## config.mk

```make
export PLATFORM = sky130hd
export DESIGN_NAME = audio_level_meter
export DESIGN_NICKNAME = d
export VERILOG_FILES = /design/src/rtl/audio_meter_pkg.sv /design/src/rtl/audio_level_meter_envelope.sv /design/src/rtl/audio_level_meter.sv
export SDC_FILE = /design/constraint.sdc
export NUM_CORES = 1
export LEC_CHECK = 0
export ABC_CLOCK_PERIOD_IN_PS = 6700
export CORE_ASPECT_RATIO = 1.1
export CORE_MARGIN = 10
export CORE_UTILIZATION = 56
export CTS_BUF_LIST = sky130_fd_sc_hd__clkbuf_8 sky130_fd_sc_hd__clkbuf_16
export CTS_CLUSTER_SIZE = 12
export DETAILED_ROUTE_END_ITERATION = 12
export DONT_BUFFER_PORTS = 1
export GPL_ROUTABILITY_DRIVEN = 0
export PLACE_DENSITY = 0.71
export SETUP_SLACK_MARGIN = 0.5
export SYNTH_ARGS = -nofsm -noshare
export SYNTH_HDL_FRONTEND = slang
export SYNTH_SLANG_ARGS = --single-unit
export TNS_END_PERCENT = 50
```

## constraint.sdc

```tcl
create_clock -name clk -period 6.7 [get_ports clk]
set_input_delay 0.335 -clock clk [delete_from_list [all_inputs] [get_ports clk]]
set_output_delay 0.335 -clock clk [all_outputs]
set_load 0.02 [all_outputs]
```

## src/rtl/audio_meter_pkg.sv

```systemverilog
// Shared types and elaboration-time threshold helpers for the audio level meter.
// Thresholds are returned 64 bits wide so any sample width compares cleanly.
package audio_meter_pkg;

   localparam int W_DEFAULT = 16;
   localparam int MAX_LEDS  = 64;

   typedef logic [W_DEFAULT-2:0] mag_t;
   typedef logic [63:0] thr_arr_t [MAX_LEDS];

   // Evenly spaced steps over the magnitude range; LED i lights at (i+1)/(n+1) of full scale.
   function automatic logic [63:0] lin_thr(input int i, input int w, input int n);
      logic [63:0] full;
      full = 64'd1 << (w - 1);
      return (64'(i + 1) * full) / 64'(n + 1);
   endfunction

   // 6 dB per LED, top LED at half scale; never below 1 so a silent channel stays dark.
   function automatic logic [63:0] log_thr(input int i, input int w, input int n);
      logic [63:0] v;
      v = (64'd1 << (w - 1)) >> (n - i);
      return (v == 64'd0) ? 64'd1 : v;
   endfunction

endpackage

```

## src/rtl/audio_level_meter_envelope.sv

```systemverilog
// level_envelope: one channel's peak-hold/decay envelope, updated once per sample of that channel.
// Latency 1 cycle from en to env; no backpressure, accepts an update every cycle.
module level_envelope #(
   parameter int W            = 16,
   parameter int HOLD_SAMPLES = 2400,
   parameter int DECAY_SHIFT  = 3
) (
   input  logic         clk,
   input  logic         reset,
   input  logic         en,
   input  logic [W-2:0] mag,
   output logic [W-2:0] env
);

   localparam int HW = (HOLD_SAMPLES > 0) ? $clog2(HOLD_SAMPLES + 1) : 1;

   logic [HW-1:0] hold;
   logic [W-2:0]  step;
   logic [W-2:0]  decayed;

   // Minimum step of 1 lets the envelope always reach zero; step <= env so no underflow.
   always_comb begin
      step = env >> DECAY_SHIFT;
      if (step == '0) step = (W-1)'(1);
      decayed = env - step;
   end

   always_ff @(posedge clk) begin
      if (reset) begin
         env  <= '0;
         hold <= '0;
      end else if (en) begin
         if (mag >= env) begin
            env  <= mag;
            hold <= HW'(HOLD_SAMPLES);
         end else if (hold != '0) begin
            hold <= hold - HW'(1);
         end else begin
            env <= (mag > decayed) ? mag : decayed;
         end
      end
   end

endmodule

```

## src/rtl/audio_level_meter.sv

```systemverilog
// Multi-channel PCM level meter: per-channel peak envelopes, bar graph of the loudest, clip timer.
// Latency 3 cycles sample_valid -> ledr/peak_mag; no backpressure. AUDIO_METER_LOG_SCALE_EN selects 6 dB/LED thresholds.
module audio_level_meter
   import audio_meter_pkg::*;
#(
   parameter int W            = 16,
   parameter int NUM_CH       = 2,
   parameter int NUM_LEDS     = 18,
   parameter int HOLD_SAMPLES = 2400,
   parameter int DECAY_SHIFT  = 3,
   parameter int CLIP_HOLD    = 25000000,
   localparam int CH_W        = (NUM_CH > 1) ? $clog2(NUM_CH) : 1
) (
   input  logic                clk,
   input  logic                reset,
   input  logic                sample_valid,
   input  logic [W-1:0]        sample_data,
   input  logic [CH_W-1:0]     sample_ch,
   output logic [NUM_LEDS-1:0] ledr,
   output logic [W-2:0]        peak_mag,
   output logic                clip
);

   localparam int           TW       = (CLIP_HOLD > 1) ? $clog2(CLIP_HOLD) : 1;
   localparam logic [W-2:0] MAG_MAX  = '1;
   localparam logic [W-1:0] MOST_NEG = {1'b1, {(W-1){1'b0}}};

   logic [W-2:0]        mag_in;
   logic                s1_vld;
   logic [W-2:0]        s1_mag;
   logic [CH_W-1:0]     s1_ch;
   logic [W-2:0]        env [NUM_CH];
   logic [W-2:0]        max_env;
   logic [NUM_LEDS-1:0] lit;
   logic [TW-1:0]       clip_timer;
   logic                clip_load;

   // Two's-complement negate on the low bits; the most negative code saturates.
   always_comb begin
      if (!sample_data[W-1])
         mag_in = sample_data[W-2:0];
      else if (sample_data == MOST_NEG)
         mag_in = MAG_MAX;
      else
         mag_in = (~sample_data[W-2:0]) + (W-1)'(1);
   end

   always_ff @(posedge clk) begin
      if (reset) begin
         s1_vld <= 1'b0;
         s1_mag <= '0;
         s1_ch  <= '0;
      end else begin
         s1_vld <= sample_valid && ({1'b0, sample_ch} < (CH_W+1)'(NUM_CH));
         s1_mag <= mag_in;
         s1_ch  <= sample_ch;
      end
   end

   for (genvar c = 0; c < NUM_CH; c++) begin : g_ch
      level_envelope #(
         .W            (W),
         .HOLD_SAMPLES (HOLD_SAMPLES),
         .DECAY_SHIFT  (DECAY_SHIFT)
      ) u_env (
         .clk   (clk),
         .reset (reset),
         .en    (s1_vld && (s1_ch == CH_W'(c))),
         .mag   (s1_mag),
         .env   (env[c])
      );
   end

   always_comb begin
      max_env = '0;
      for (int c = 0; c < NUM_CH; c++)
         if (env[c] > max_env) max_env = env[c];
   end

   // Thresholds are non-decreasing in i, so the compare vector is always a thermometer code.
   for (genvar i = 0; i < NUM_LEDS; i++) begin : g_led
`ifdef AUDIO_METER_LOG_SCALE_EN
      localparam logic [63:0] THR = log_thr(i, W, NUM_LEDS);
`else
      localparam logic [63:0] THR = lin_thr(i, W, NUM_LEDS);
`endif
      assign lit[i] = ({{(64-(W-1)){1'b0}}, max_env} >= THR);
   end

   always_ff @(posedge clk) begin
      if (reset) begin
         peak_mag <= '0;
         ledr     <= '0;
      end else begin
         peak_mag <= max_env;
         ledr     <= lit;
      end
   end

   // Load term keeps clip high in the load cycle and makes retriggers seamless.
   assign clip_load = s1_vld && (s1_mag == MAG_MAX);
   assign clip      = (clip_timer != '0) || clip_load;

   always_ff @(posedge clk) begin
      if (reset)
         clip_timer <= '0;
      else if (clip_load)
         clip_timer <= TW'(CLIP_HOLD - 1);
      else if (clip_timer != '0)
         clip_timer <= clip_timer - TW'(1);
   end

endmodule

```

After elaboration in Yosys (flattened, before gate mapping)
Cells that the tools add are included.
Cells by class
  reduce and logical (&&, ||, !) cells: 17
  equal/unequal tests: 4
  bitwise logic cells: 2
  add/subtract/negate cells: 6
  multiplexer cells: 18
  magnitude comparators: 24
Operators by type and width (count)
  $mux W15: 10
  $ge A15 B15 Y1 const B: 9
  $ge A15 B14 Y1 const B: 5
  $mux W12: 6
  $mux W25: 2
  $gt A15 B15 Y1: 3
  $ge A15 B13 Y1 const B: 2
  $ge A15 B15 Y1: 2
  $logic_not A15 Y1: 2
  $sub A15 B15 Y15: 2
  $reduce_bool A25 Y1: 1
  $sub A25 B1 Y25 const B: 1
  $reduce_bool A12 Y1: 2
  $sub A12 B1 Y12 const B: 2
  $eq A16 B16 Y1 const B: 1
  $add A15 B1 Y15 const B: 1
  $eq A15 B15 Y1 const B: 1
  $ge A15 B11 Y1 const B: 1
  $ge A15 B12 Y1 const B: 1
  $gt A15 B1 Y1 const B: 1
  $not A15 Y15: 1
  $reduce_and A2 Y1: 4
  $reduce_bool A2 Y1: 3
  $ne A2 B1 Y1 const B: 2
  other kinds (4): 6
Word-level totals
  logic and storage cells: 82
  output and inout bits: 34
  input port bits: 20
  register bits: 129

Logic depth before layout (Yosys ltp)
  depth after elaboration: 7
  gate-level depth with buffers: 24
  gate-level depth less buffers: 22

Modules after synthesis
From an unflattened synthesis, not the netlist that was laid out.
Unflattened totals
  cell total of the unflattened synthesis: 1284
  area total of the unflattened synthesis: 10218.6 um^2
Modules (own cells, without submodules)
  level_envelope: instances 2, area each 2727.6 um^2, cells each 333, seq. area each 540.5 um^2
  audio_level_meter: instances 1, area each 4763.3 um^2, cells each 618, seq. area each 1501.4 um^2

Least setup slack after synthesis
Ideal clock, no wire load.
  path type: register to register
  from: register g_ch[1].u_env.env[10]
  to: register g_ch[1].u_env.env[11]
  arrival time: 4.813 ns
  buffers on the path: 3
  slack: 1.765 ns
  cell stages (with the launch flop): 25
  clock period less this slack: 4.935 ns
  required time: 6.578 ns
  library setup time: 0.122 ns
  path through: dfxtp_1 > clkbuf_1 > nor2_1 > nand4_1 > o41ai_1 > ha_1 > inv_1 > fa_1 > a211oi_2 > nor3_1 > nor2_1 > a31oi_1 > a21oi_1 > and3_1 > xnor2_1 > ha_1 > and4_1 > nand4_1 > nor2_1 > mux2i_1 > or4_1 > buf_6 > and2_1 > buf_2 > a221o_1
On the way
  cells in the longest elaborated chain, start to end: 7
  elaborated cells on any way between the ends: 10
  those cells by class: add/sub: 1; order compare: 2; eq/ne: 1; mux: 4; reduce/logical: 2
Ends and longest elaborated chain
  start: declaration: RTL line audio_level_meter_envelope.sv:12  | output logic [W-2:0] env
  start signal: assignment: RTL line audio_level_meter_envelope.sv:34  | env <= mag;
  start signal: assignment: RTL line audio_level_meter_envelope.sv:39  | env <= (mag > decayed) ? mag : decayed;
  $logic_not A15 Y1: RTL line audio_level_meter_envelope.sv:24  | if (step == '0) step = (W-1)'(1);
  $mux W12: RTL line audio_level_meter_envelope.sv:24
  $sub A15 B15 Y15: RTL line audio_level_meter_envelope.sv:25  | decayed = env - step;
  $gt A15 B15 Y1: RTL line audio_level_meter_envelope.sv:39
  $mux W15: RTL line audio_level_meter_envelope.sv:39
  $mux W15: RTL line audio_level_meter_envelope.sv:36  | end else if (hold != '0) begin
  $mux W15: RTL line audio_level_meter_envelope.sv:33  | if (mag >= env) begin
Several ways; a longest one is shown, not always the timed one. The select of a mux whose other input is x is not followed.
A chain may end at the register's enable or synchronous reset.

Worst setup path in the final report
  from: register g_ch[0].u_env.env[9]
  to: register g_ch[0].u_env.env[13]
On the way
  cells in the longest elaborated chain, start to end: 7
  elaborated cells on any way between the ends: 10
  those cells by class: add/sub: 1; order compare: 2; eq/ne: 1; mux: 4; reduce/logical: 2
Ends and longest elaborated chain (RTL line)
  start: declaration: audio_level_meter_envelope.sv:12
  start signal: assignment: audio_level_meter_envelope.sv:34
  start signal: assignment: audio_level_meter_envelope.sv:39
  $logic_not A15 Y1: audio_level_meter_envelope.sv:24
  $mux W12: audio_level_meter_envelope.sv:24
  $sub A15 B15 Y15: audio_level_meter_envelope.sv:25
  $gt A15 B15 Y1: audio_level_meter_envelope.sv:39
  $mux W15: audio_level_meter_envelope.sv:39
  $mux W15: audio_level_meter_envelope.sv:36
  $mux W15: audio_level_meter_envelope.sv:33
Several ways; a longest one is shown, not always the timed one. The select of a mux whose other input is x is not followed.

==> metrics list <==
- Run status: complete, no violations
- The worst path needs 5670 ps of the cycle, external delays included.
* Vias in the first global route: 9131
- The initial utilization of the core area, before any placement, comes to 56.8%.
* TritonCTS Buffers: 17
- After Yosys synthesis, XOR and XNOR cells account for 6.24% of the synthesized area.
- Largest vdd supply drop: 0.000290 V
* Netlist Area Pre-Place: 10000 um^2
- For the worst setup path, the data arrival time is 5990 ps.
* Capturing element type of the critical path: flip-flop
- Wires add up to 30.2 mm.
- Library cells used by synthesis: 85
* Simple-gate area share of the yosys netlist: 21.9%
- Counting cells, the worst reg-to-reg path comes to 19.
- Net switching power: 2180 uW
- Number of antenna violations at the first check in global routing: 1
- Port buffer count: 0
* DR iter-0 viols: 1275
* Post-detailed-route DRC marker count: 0
- Worst Hold Depth: 1
- Switching Share: 46.0%
* DIE AREA: 23700 um^2
* Total number of yosys warnings: 0
* Layout cell share with drive strength beyond 1: 5.66%
- Counting flops with a built-in enable in the synthesized netlist gives 0.
- For this run, the register share of the synthesized area comes to 25.7%.
- The worst setup path is launched from a flip-flop.
- Slowest stage cell on the critical path: o21a_1
- After synthesis, the largest family of logic cells by area is compound AO/OA/AOI/OAI gates.
- Final period utilization: 84.6%
* Overflow after GRT: 0
- The final hold violation count came to 0.
- Buffer cell driving the clock tree root: clkbuf_16
- Compared with the post-synthesis result, the final layout area differs by 7.06%.
* Fraction of met2 tracks used by global routing: 40.9%
- Counting the fill cells in the layout gives 1607.
- Entering global routing, the biggest net connects 80 pins.
- Min-Delay Path Class: in2reg
- Delay of the slowest critical-path stage: 680 ps
* Antenna violation net count after detailed routing: 0
* Slew Viols, Final: 0
- Die boundary width: 148 um
* Pwr Density: 441 nW/um^2
- Cell chain of the critical path: nor3_1, a41o_1, ha_1, inv_1, fa_1, a21oi_1, o211ai_1, o41ai_4, o21bai_1, a21o_1, nor3_1, xnor2_1, ha_1, nand4_1, or2_2, nor4_1, o21a_1, nand2b_1, a311oi_1
- Global routing used 25.0% of the available tracks across all layers.
- Most used routing layer: met2
- Capturing point of the worst reg2reg path: g_ch[0].u_env.env[13]
* TNS Setup: 0 ps
* Die Y-Extent: 160 um
- Proportion of synthesized flip-flops having asynchronous set or reset: 0%
* Worst hold start: reset
- The floorplan step defined a core boundary enclosing 17700 um^2.
* Clock tree from TritonCTS: built
* Fraction of the mapped netlist area in adder cells: 13.1%
- Global routing used 4.78% of the available met3 tracks.
- The synthesized design contains 129 register bits.
- H-tree levels: 4
- In this run, flip-flops and latches consume 23.9% of the power.
* Tot Pwr: 4730 uW
- Average wire length per cell after detail routing: 20.5 um
* Terminating pin of the worst hold path: peak_mag[4]
- Internal Dissipation: 2560 uW
- The critical path is of the reg2reg type.
* FF-to-FF setup slack: 1030 ps
* Post-synthesis average cell area: 7.93 um^2
- Clock net sink count: 129
* GRT met1 Usage: 30.4%
- Leak: 0.00430 uW
* Vias/cell: 6.48
* Part of the total power dissipated in the clock network: 20.1%
* Highest fanout seen on the critical path: 20
- Share of the synthesized area in compound gates (AO/OA/AOI/OAI): 22.5%
- Synthesized Nets: 1389
* Post-layout nets: 1346
- Count of standard-cell rows: 51
- For the worst setup path, the data required time is 7020 ps.
* Reg2reg start: g_ch[0].u_env.env[9]
- In this run, the combinational gates consume 56.0% of the power.
* Predominant post-synthesis flop cell: dfxtp_1
* Pre-antenna DRT Iters: 6
* Synthesized instance count: 1266
- Post-CTS Repair Setup Buffers: 0
* I/O pin total: 54
- Counting along the longest clock path gives a buffer depth of 2.
- Max-Slew Margin vs Limit: 22.6%
- At the pin with the least slew margin, the transition time is 1160 ps.
- The tool flagged a number of max-cap violations equal to 0.
- The routed layout has 9558 vias.
- Worst-Skew Late Latency: 430 ps
- Multiplexer share of the synthesized area: 4.21%
- HPWL after DPL: 21.3 mm
- Setup repair after global routing missed its margin: true
* Max Clk Rate: 0.177 GHz
- The first global-routing pass estimated 48.5 mm of wire.
- Maximum clock skew at final layout: 12.7 ps
* Setup-failing EPs final: 0
- Clock-pin slew was measured on the worst setup and hold paths at 60 ps.
[cells in the mapped netlist (12+ instances only)]
| master | count | area [um^2] |
|---|---|---|
| a31oi_1 | 24 | 150 |
| buf_2 | 12 | 60.1 |
| o211ai_1 | 13 | 97.6 |
| or3_1 | 16 | 100 |
| ha_1 | 101 | 1260 |
| o21ai_0 | 36 | 180 |
| a21o_1 | 26 | 195 |
| nor2b_1 | 15 | 93.8 |
| mux2i_1 | 31 | 310 |
| nor4_1 | 24 | 150 |
| dfxtp_1 | 129 | 2580 |
| nor2_1 | 114 | 428 |
| nand4_1 | 23 | 144 |
| nand2_1 | 97 | 364 |
| a21oi_1 | 93 | 465 |
| and3_1 | 15 | 93.8 |
| xor2_1 | 34 | 298 |
| xnor2_1 | 35 | 307 |
| nor3_1 | 47 | 235 |
| nand2b_1 | 14 | 87.6 |
| inv_1 | 85 | 319 |
| nand3_1 | 38 | 190 |
| clkbuf_1 | 56 | 210 |
[layout by cell type, fill, tap and decap left out, types with 7 or more instances in the layout]
cell type and count:
o21ai_0 36, dfxtp_1 129, o31ai_1 8, o41ai_1 9, a31oi_1 24, nor4_1 24
mux2i_1 31, a221o_1 11, nand2_1 97, ha_1 101, nor2_1 114, a21oi_1 93
or3_1 16, o311a_1 8, o211ai_1 13, nand4_1 23, a41oi_1 8, o2111ai_1 9
xor2_1 34, clkbuf_16 17, and3_1 15, a2111oi_0 7, xnor2_1 35, inv_1 87
nor3_1 47, buf_4 9, nand3_1 38, or4_1 10, o21a_1 8, mux2_2 10
a21o_1 26, nand2b_1 14, nor2b_1 15
[registers in the layout (all words and copies together), names as in the netlist]
name	count
s1_ch	1
s1_vld	1
peak_mag	15
g_ch.u_env.hold	24
g_ch.u_env.env	30
ledr	18
s1_mag	15
clip_timer	25
[routing by layer]
layer	wire length [um]	part of all wire, %	vias up
met5	0	0	-
met4	1520	5.0	0
met3	2400	7.9	117
met2	14000	46	450
met1	12300	41	4436
li1	-	-	4555
[how the worst max path moves through the flow]
stage	startpoint	slack, ps	depth (start not counted)	endpoint
finish	g_ch[0].u_env.env[9]	1030	19	g_ch[0].u_env.env[13]
global route	g_ch[0].u_env.env[9]	400	19	g_ch[0].u_env.env[13]
global placement	g_ch[1].u_env.env[9]	1090	21	g_ch[1].u_env.env[3]
floorplan	g_ch[1].u_env.env[10]	1770	24	g_ch[1].u_env.env[11]
CTS	g_ch[1].u_env.env[9]	870	21	g_ch[1].u_env.env[0]
detailed placement	g_ch[1].u_env.env[9]	890	21	g_ch[1].u_env.env[5]
[cell type report]
class | count | area, um^2 | share of cell area [%]
clock buffers | 17 | 425 | 3.96
clock inverters | 15 | 169 | 1.57
flip-flops and latches | 129 | 2580 | 24.0
multi-input cells | 977 | 6830 | 63.5
repair buffers | 12 | 118 | 1.09
inverters | 86 | 323 | 3.00
well taps | 238 | 298 | 2.77
diodes | 1 | 2.50 | 0.0233
[kinds of logic (layout without fill, tap and decap cells)]
group	after synthesis	after routing
compound gates	319	319
xor+xnor	70	70
fa+ha+maj	104	104
buf+inv	160	130
flops	129	129
mux	41	41
other cells	0	1
simple gates	443	443
[stage by stage]
stage	cell area (um^2)	worst slack (ps)	util, %	hold WS, ps	cells
6_report	10700	1030	60.8	36.8	1475
5_1_grt	10700	404	60.8	1.38	1475
4_1_cts	10700	868	60.8	0.337	1474
3_5_place_dp	10100	894	57.2	417	1440
3_3_place_gp	10100	1090	57.2	416	1440
2_1_floorplan	10000	1770	-	456	1266
[worst max-delay path: cells and delay by family (launching register included)]
kind,cells,cell delay [ps]
adder cells (fa/ha/maj),3,880
flip-flops,1,470
AO/OA/AOI/OAI,8,2420
XOR/XNOR,1,120
buffers and inverters,1,50
AND/OR/NAND/NOR,6,1630
[power groups by stage]
stage	clock network (uW)	logic (uW)	registers, uW
4_1_cts	956	2610	1130
3_3_place_gp	0	2550	1140
3_5_place_dp	0	2580	1140
6_report	953	2650	1130
2_1_floorplan	0	2120	1050
5_1_grt	990	2950	1150
[timing repair]
action	in CTS	in global routing
hold endpoints to repair	29	0
hold buffers	2	0
gates resized for setup	0	1
setup endpoints to repair	0	12
Power figures use the tool's default switching activity.
